### src/rtl/pipeline_control_pkg.sv
// pipeline_control_pkg
//   Shared definitions for the pipeline stall/flush sequencer: reset level,
//   stage indices, FSM state encoding and the per-stage stall/bubble patterns.
//   No ports.
package pipeline_control_pkg;

    localparam logic RESET_ENABLE = 1'b1;

    localparam int STAGE_IF  = 0;
    localparam int STAGE_ID  = 1;
    localparam int STAGE_EX  = 2;
    localparam int STAGE_MEM = 3;

    typedef enum logic [1:0] {
        STATE_RUN     = 2'd0,
        STATE_PENDING = 2'd1,
        STATE_FLUSH   = 2'd2
    } state_t;

    // Freeze the requesting stage's latch and everything upstream of it,
    // and load a NOP into the latch just downstream of it.
    localparam logic [4:0] STALL_NONE  = 5'b00000;
    localparam logic [4:0] STALL_IF    = 5'b00001;
    localparam logic [4:0] STALL_ID    = 5'b00011;
    localparam logic [4:0] STALL_EX    = 5'b00111;
    localparam logic [4:0] STALL_MEM   = 5'b01111;

    localparam logic [3:0] BUBBLE_NONE = 4'b0000;
    localparam logic [3:0] BUBBLE_IF   = 4'b0001;
    localparam logic [3:0] BUBBLE_ID   = 4'b0010;
    localparam logic [3:0] BUBBLE_EX   = 4'b0100;
    localparam logic [3:0] BUBBLE_MEM  = 4'b1000;

endpackage

### src/rtl/pipeline_control_stall_priority_encoder.sv
// stall_priority_encoder
//   Combinational deepest-stage-wins mapping of stage stall requests to the
//   per-latch stall and bubble vectors.
//   request : [0]=IF, [1]=ID, [2]=EX, [3]=MEM stall requests
//   stall   : [0]=PC, [1]=IF/ID, [2]=ID/EX, [3]=EX/MEM, [4]=MEM/WB freeze
//   bubble  : [0]=IF/ID, [1]=ID/EX, [2]=EX/MEM, [3]=MEM/WB load-NOP
module stall_priority_encoder
    import pipeline_control_pkg::*;
(
    input  logic [3:0] request,
    output logic [4:0] stall,
    output logic [3:0] bubble
);

    always_comb begin
        stall  = STALL_NONE;
        bubble = BUBBLE_NONE;
        if (request[STAGE_MEM]) begin
            stall  = STALL_MEM;
            bubble = BUBBLE_MEM;
        end else if (request[STAGE_EX]) begin
            stall  = STALL_EX;
            bubble = BUBBLE_EX;
        end else if (request[STAGE_ID]) begin
            stall  = STALL_ID;
            bubble = BUBBLE_ID;
        end else if (request[STAGE_IF]) begin
            stall  = STALL_IF;
            bubble = BUBBLE_IF;
        end
    end

endmodule

### src/rtl/pipeline_control.sv
// pipeline_control
//   Central stall/flush sequencer for the five-stage pipeline. Resolves stage
//   stall requests, sequences exception/eret redirects (deferred behind an
//   in-flight MEM access) and keeps stall/flush performance counters.
//   clock, reset                     : clock, synchronous active-high reset
//   *_stall_request                  : per-stage stall requests
//   mem_exception_valid/_handler_... : exception in MEM and its vector
//   mem_eret, cp0_epc                : eret in MEM and its return address
//   stall, bubble                    : per-latch freeze / load-NOP controls
//   flush, pc_redirect_valid/_address: one-cycle redirect and latch clear
//   stall_cycle_count, flush_count   : performance counters
//
//   state   | meaning
//   RUN     | normal flow, accepting exceptions/eret
//   PENDING | redirect target latched, waiting for MEM stall to clear
//   FLUSH   | one cycle: clear latches and redirect the PC
module pipeline_control
    import pipeline_control_pkg::*;
#(
    parameter int STALL_COUNT_WIDTH = 32,
    parameter int FLUSH_COUNT_WIDTH = 16
) (
    input  logic                         clock,
    input  logic                         reset,
    input  logic                         if_stall_request,
    input  logic                         id_stall_request,
    input  logic                         ex_stall_request,
    input  logic                         mem_stall_request,
    input  logic                         mem_exception_valid,
    input  logic [31:0]                  mem_exception_handler_address,
    input  logic                         mem_eret,
    input  logic [31:0]                  cp0_epc,
    output logic [4:0]                   stall,
    output logic [3:0]                   bubble,
    output logic                         flush,
    output logic                         pc_redirect_valid,
    output logic [31:0]                  pc_redirect_address,
    output logic [STALL_COUNT_WIDTH-1:0] stall_cycle_count,
    output logic [FLUSH_COUNT_WIDTH-1:0] flush_count
);

    localparam logic [STALL_COUNT_WIDTH-1:0] STALL_COUNT_ONE = 1;
    localparam logic [FLUSH_COUNT_WIDTH-1:0] FLUSH_COUNT_ONE = 1;

    state_t                         state_q, state_d;
    logic [31:0]                    target_q, target_d;
    logic [STALL_COUNT_WIDTH-1:0]   stall_count_q, stall_count_d;
    logic [FLUSH_COUNT_WIDTH-1:0]   flush_count_q, flush_count_d;
    logic [4:0]                     enc_stall;
    logic [3:0]                     enc_bubble;
    logic                           redirect_request;

    stall_priority_encoder u_stall_priority_encoder (
        .request ({mem_stall_request, ex_stall_request,
                   id_stall_request, if_stall_request}),
        .stall   (enc_stall),
        .bubble  (enc_bubble)
    );

    assign redirect_request = mem_exception_valid | mem_eret;

    always_comb begin
        state_d             = state_q;
        target_d            = target_q;
        stall               = enc_stall;
        bubble              = enc_bubble;
        flush               = 1'b0;
        pc_redirect_valid   = 1'b0;
        pc_redirect_address = 32'h0;

        case (state_q)
            STATE_RUN: begin
                if (redirect_request) begin
                    target_d = mem_exception_valid ? mem_exception_handler_address
                                                   : cp0_epc;
                    if (mem_stall_request) begin
                        state_d = STATE_PENDING;
                    end else begin
                        // Freeze upstream and kill the faulting instruction's write-back.
                        stall   = STALL_MEM;
                        bubble  = BUBBLE_MEM;
                        state_d = STATE_FLUSH;
                    end
                end
            end
            STATE_PENDING: begin
                if (!mem_stall_request) begin
                    stall   = STALL_MEM;
                    bubble  = BUBBLE_MEM;
                    state_d = STATE_FLUSH;
                end
            end
            STATE_FLUSH: begin
                // Latches clear at the end of this cycle, so any request is moot.
                stall               = STALL_NONE;
                bubble              = BUBBLE_NONE;
                flush               = 1'b1;
                pc_redirect_valid   = 1'b1;
                pc_redirect_address = target_q;
                state_d             = STATE_RUN;
            end
            default: begin
                state_d = STATE_RUN;
            end
        endcase

        if (reset == RESET_ENABLE) begin
            stall               = STALL_NONE;
            bubble              = BUBBLE_NONE;
            flush               = 1'b0;
            pc_redirect_valid   = 1'b0;
            pc_redirect_address = 32'h0;
            state_d             = STATE_RUN;
            target_d            = 32'h0;
        end
    end

    always_comb begin
        stall_count_d = stall_count_q;
        flush_count_d = flush_count_q;
        if (stall != STALL_NONE) begin
            stall_count_d = stall_count_q + STALL_COUNT_ONE;
        end
        if ((state_d == STATE_FLUSH) && (state_q != STATE_FLUSH) && !(&flush_count_q)) begin
            flush_count_d = flush_count_q + FLUSH_COUNT_ONE;
        end
    end

    always_ff @(posedge clock) begin
        if (reset == RESET_ENABLE) begin
            state_q       <= STATE_RUN;
            target_q      <= 32'h0;
            stall_count_q <= '0;
            flush_count_q <= '0;
        end else begin
            state_q       <= state_d;
            target_q      <= target_d;
            stall_count_q <= stall_count_d;
            flush_count_q <= flush_count_d;
        end
    end

    always_comb begin
        stall_cycle_count = reset ? '0 : stall_count_q;
        flush_count       = reset ? '0 : flush_count_q;
    end

endmodule

### config.mk
export PLATFORM = sky130hd
export DESIGN_NAME = pipeline_control
export DESIGN_NICKNAME = d
export VERILOG_FILES = /design/src/rtl/pipeline_control_pkg.sv /design/src/rtl/pipeline_control_stall_priority_encoder.sv /design/src/rtl/pipeline_control.sv
export SDC_FILE = /design/constraint.sdc
export NUM_CORES = 1
export LEC_CHECK = 0
export BUFFER_PORTS_ARGS = -buffer_cell sky130_fd_sc_hd__buf_2
export CORE_ASPECT_RATIO = 1.75
export CORE_MARGIN = 2
export CORE_UTILIZATION = 51
export CTS_BUF_LIST = sky130_fd_sc_hd__clkbuf_2 sky130_fd_sc_hd__clkbuf_4 sky130_fd_sc_hd__clkbuf_8
export DETAILED_ROUTE_END_ITERATION = 8
export PLACE_DENSITY_LB_ADDON = 0.2
export SYNTH_ARGS = -nofsm -noshare
export SYNTH_HDL_FRONTEND = slang
export SYNTH_SLANG_ARGS = --single-unit
### constraint.sdc
create_clock -name clock -period 4.1 [get_ports clock]
set_input_delay 1.23 -clock clock [delete_from_list [all_inputs] [get_ports clock]]
set_output_delay 1.23 -clock clock [all_outputs]
set_load 0.03 [all_outputs]
==> flow_summary.yaml <==
outcome:
  status: "finished, final reports clean"
timing:
  rsz0062_at_grt: "false"
  hold_viol_final: 0
  fin_crit_sh_pct: 94.4
  relSlewSlack_pct: 61.0
  tns_ns: 0
  finalWorstSetupSlack_ns: 0.230
  min_period_ns: 3.87
  worst_pin_slew_ns: 0.585
  skew_ns: 0.00865
  finalSetupViolCount: 0
  clock.fmax_mhz: 258
  drv_slew: 0
die:
  num_rows: 44
  fp.dieW_um: 74.2
  start_util_pct: 52.9
  die_area_sq_mm: 0.00941
  fp.dieH_um: 127
  ioPinCount: 163
  core_sq_mm: 0.00831
drt:
  firstDrtPassIters: 4
  antenna_left: 0
  wl_per_cell_um: 13.7
  viasPerCell: 5.33
  vias: 4205
  wirelength_mm: 10.8
  dr.first_iter.drc_count: 129
  drc: 0
power:
  p_leak_nw: 2.55
  p_per_area_mw_per_mm2: 308
  vdd_drop_max_mv: 0.238
cells_and_area:
  fillers: 738
  multi_input_area_sq_mm: 0.00254
  finalInstanceArea_sq_mm: 0.00544
  antenna_cells: 0
  fin_nets: 743
  final_layout_size_suffix_gt1_share_pct: 29.5
  syn_to_final_growth_pct: 23.7
  seq_area_sq_mm: 0.00164
global_route:
  grt_pass1_wl_mm: 17.0
  track_usage_pct: 22.7
  grt-ovfl-total: 0
  antenna_found_initial: 0
  grt_pass1_vias: 3767
  grt_max_degree: 69
placement:
  place_area_sq_mm: 0.00525
  dp_worst_setup_slack_ns: 0.229
  port_buffers: 161
  dp_hpwl_mm: 8.08
  place_congestion: 0.841
clock_network:
  htree_levels: 3
  cts.path.max_buffers: 2
  ctsHoldBuffers: 0
  clk_pin_slew_ns: 0.08
  cts_root_buffer: "clkbuf_8"
  cts_made_buffers: 9
  cts_tree: "built"
  post_cts_buffers: 0
  clock-sinks: 82
  ctsResizeCount: 0
  clock_latency_ns: 0.36
setup_path:
  cp.arrival_ns: 2.64
  regToRegEndpoint: "flush_count_q[2]"
  timing.rr.start: "flush_count_q[0]"
  crit_fanout: 4
  timing.critical_path.from: "mem_eret"
  startpoint_type: "primary input"
  ff2ff_setup_slack_ns: 2.04
  endpoint_kind: "output port"
  rr_worst_depth: 6
  required_ns: 2.87
  crit_type: "primary input to output port"
synthesis:
  ys_warn_count: 0
  synth_area_leaders: "dfxtp_1, mux2i_1, nor2_1"
  ys_types: 48
  postSynthAreaPerCell_sq_um: 8.34
  synth_area_leader_cell: "dfxtp_1"
  ys_seq_area_share_pct: 37.3
  async_reset_ff_share_pct: 0
  synth_common_cells: "dfxtp_1, nor2_1, nor2b_1"
  synth_seq_cells: 82
  syn-cell-area_sq_mm: 0.00440
  synthMostInstantiatedCell: "dfxtp_1"
  synth_edf_count: 0
  synthFlopType: "dfxtp_1"
  synthesis.nets: 601
  synth_top_area_share_pct: 37.3
  netlist_instances: 527
hold_path:
  hold_path_end: "stall_count_q[31]"
  hp-start: "stall_count_q[31]"
  hold_path_depth: 2
  hold_path_class: "flip-flop to flip-flop"
flow_run:
  drv_cap: 0
## kinds of logic (layout without fill, tap and decap cells)
group,Yosys count,in the layout,synth area share [%]
AO/OA/AOI/OAI,76,76,11.5
AND/OR/NAND/NOR,258,258,32.5
adder cells (fa/ha/maj),2,2,0.569
flip-flops,82,82,37.3
multiplexers,33,33,7.54
other,1,1,0.0853
XOR/XNOR,27,27,5.38
buffers and inverters,48,195,5.07
## how the worst max path moves through the flow
stage | to | slack, ns | cells past startpoint
after floorplan | bubble[1] | 0.25 | 5
after global placement | bubble[1] | 0.16 | 7
after detailed placement | bubble[0] | 0.23 | 7
after CTS | bubble[0] | 0.23 | 7
after global routing | bubble[0] | 0.1 | 7
final | bubble[0] | 0.23 | 7
## layout by cell type, fill, tap and decap left out, types with 9 or more instances in the layout
cell | Yosys | final
a211oi_1 | 32 | 32
a21oi_1 | 19 | 19
and3_1 | 39 | 39
buf_2 | 2 | 160
clkbuf_8 | 0 | 9
dfxtp_1 | 82 | 82
mux2i_1 | 32 | 32
nand2_1 | 16 | 16
nand3_1 | 13 | 13
nand4_1 | 15 | 15
nor2_1 | 76 | 76
nor2b_1 | 44 | 43
nor3_1 | 12 | 10
o21ai_1 | 12 | 12
or3_1 | 14 | 14
xnor2_1 | 19 | 19
## metal layers
layer	vias to the layer above	global-route usage, %	share of wire, %
met5	-	0	0
met4	0	7.17	1.2
met3	11	6.75	5.9
met2	128	40.1	52
met1	1919	25.3	41
li1	2147	-	-
## power breakdown
| part | leakage (nW) | switching, mW | internal, mW |
|---|---|---|---|
| registers | 0.670 | 0.0238 | 0.835 |
| logic | 1.78 | 0.148 | 0.0958 |
| clock network | 0.0992 | 0.287 | 0.284 |
## state kept, by name, indices dropped and copies added, names as in the netlist
signal	count
stall_count_q	32
target_q	32
flush_count_q	16
state_q	2
## final cells by class
class	count	share of cell area (%)
Multi-Input combinational cell	397	46.8
Tap cell	115	2.65
Inverter	10	0.736
Clock inverter	6	1.06
Clock buffer	10	2.42
Sequential cell	82	30.2
Timing Repair Buffer	169	16.2
## stage by stage
step | util [%] | hold WS, ns | std cells | power [mW]
floorplan | - | 0.449 | 527 | 1.04
global placement | 63.2 | 0.458 | 773 | 1.11
detailed placement | 63.2 | 0.485 | 773 | 1.12
CTS | 65.4 | 0.496 | 789 | 1.69
global route | 65.4 | 0.506 | 789 | 1.76
finish | 65.4 | 0.497 | 789 | 1.67
## critical path, cell delays in order
cell and delay (ns):
buf_2 0.11, or3_1 0.36, nor2b_1 0.18, nor4_1 0.26, buf_4 0.16, and3_1 0.15
buf_2 0.19
No activity file was read; power rests on OpenSTA's default activity.
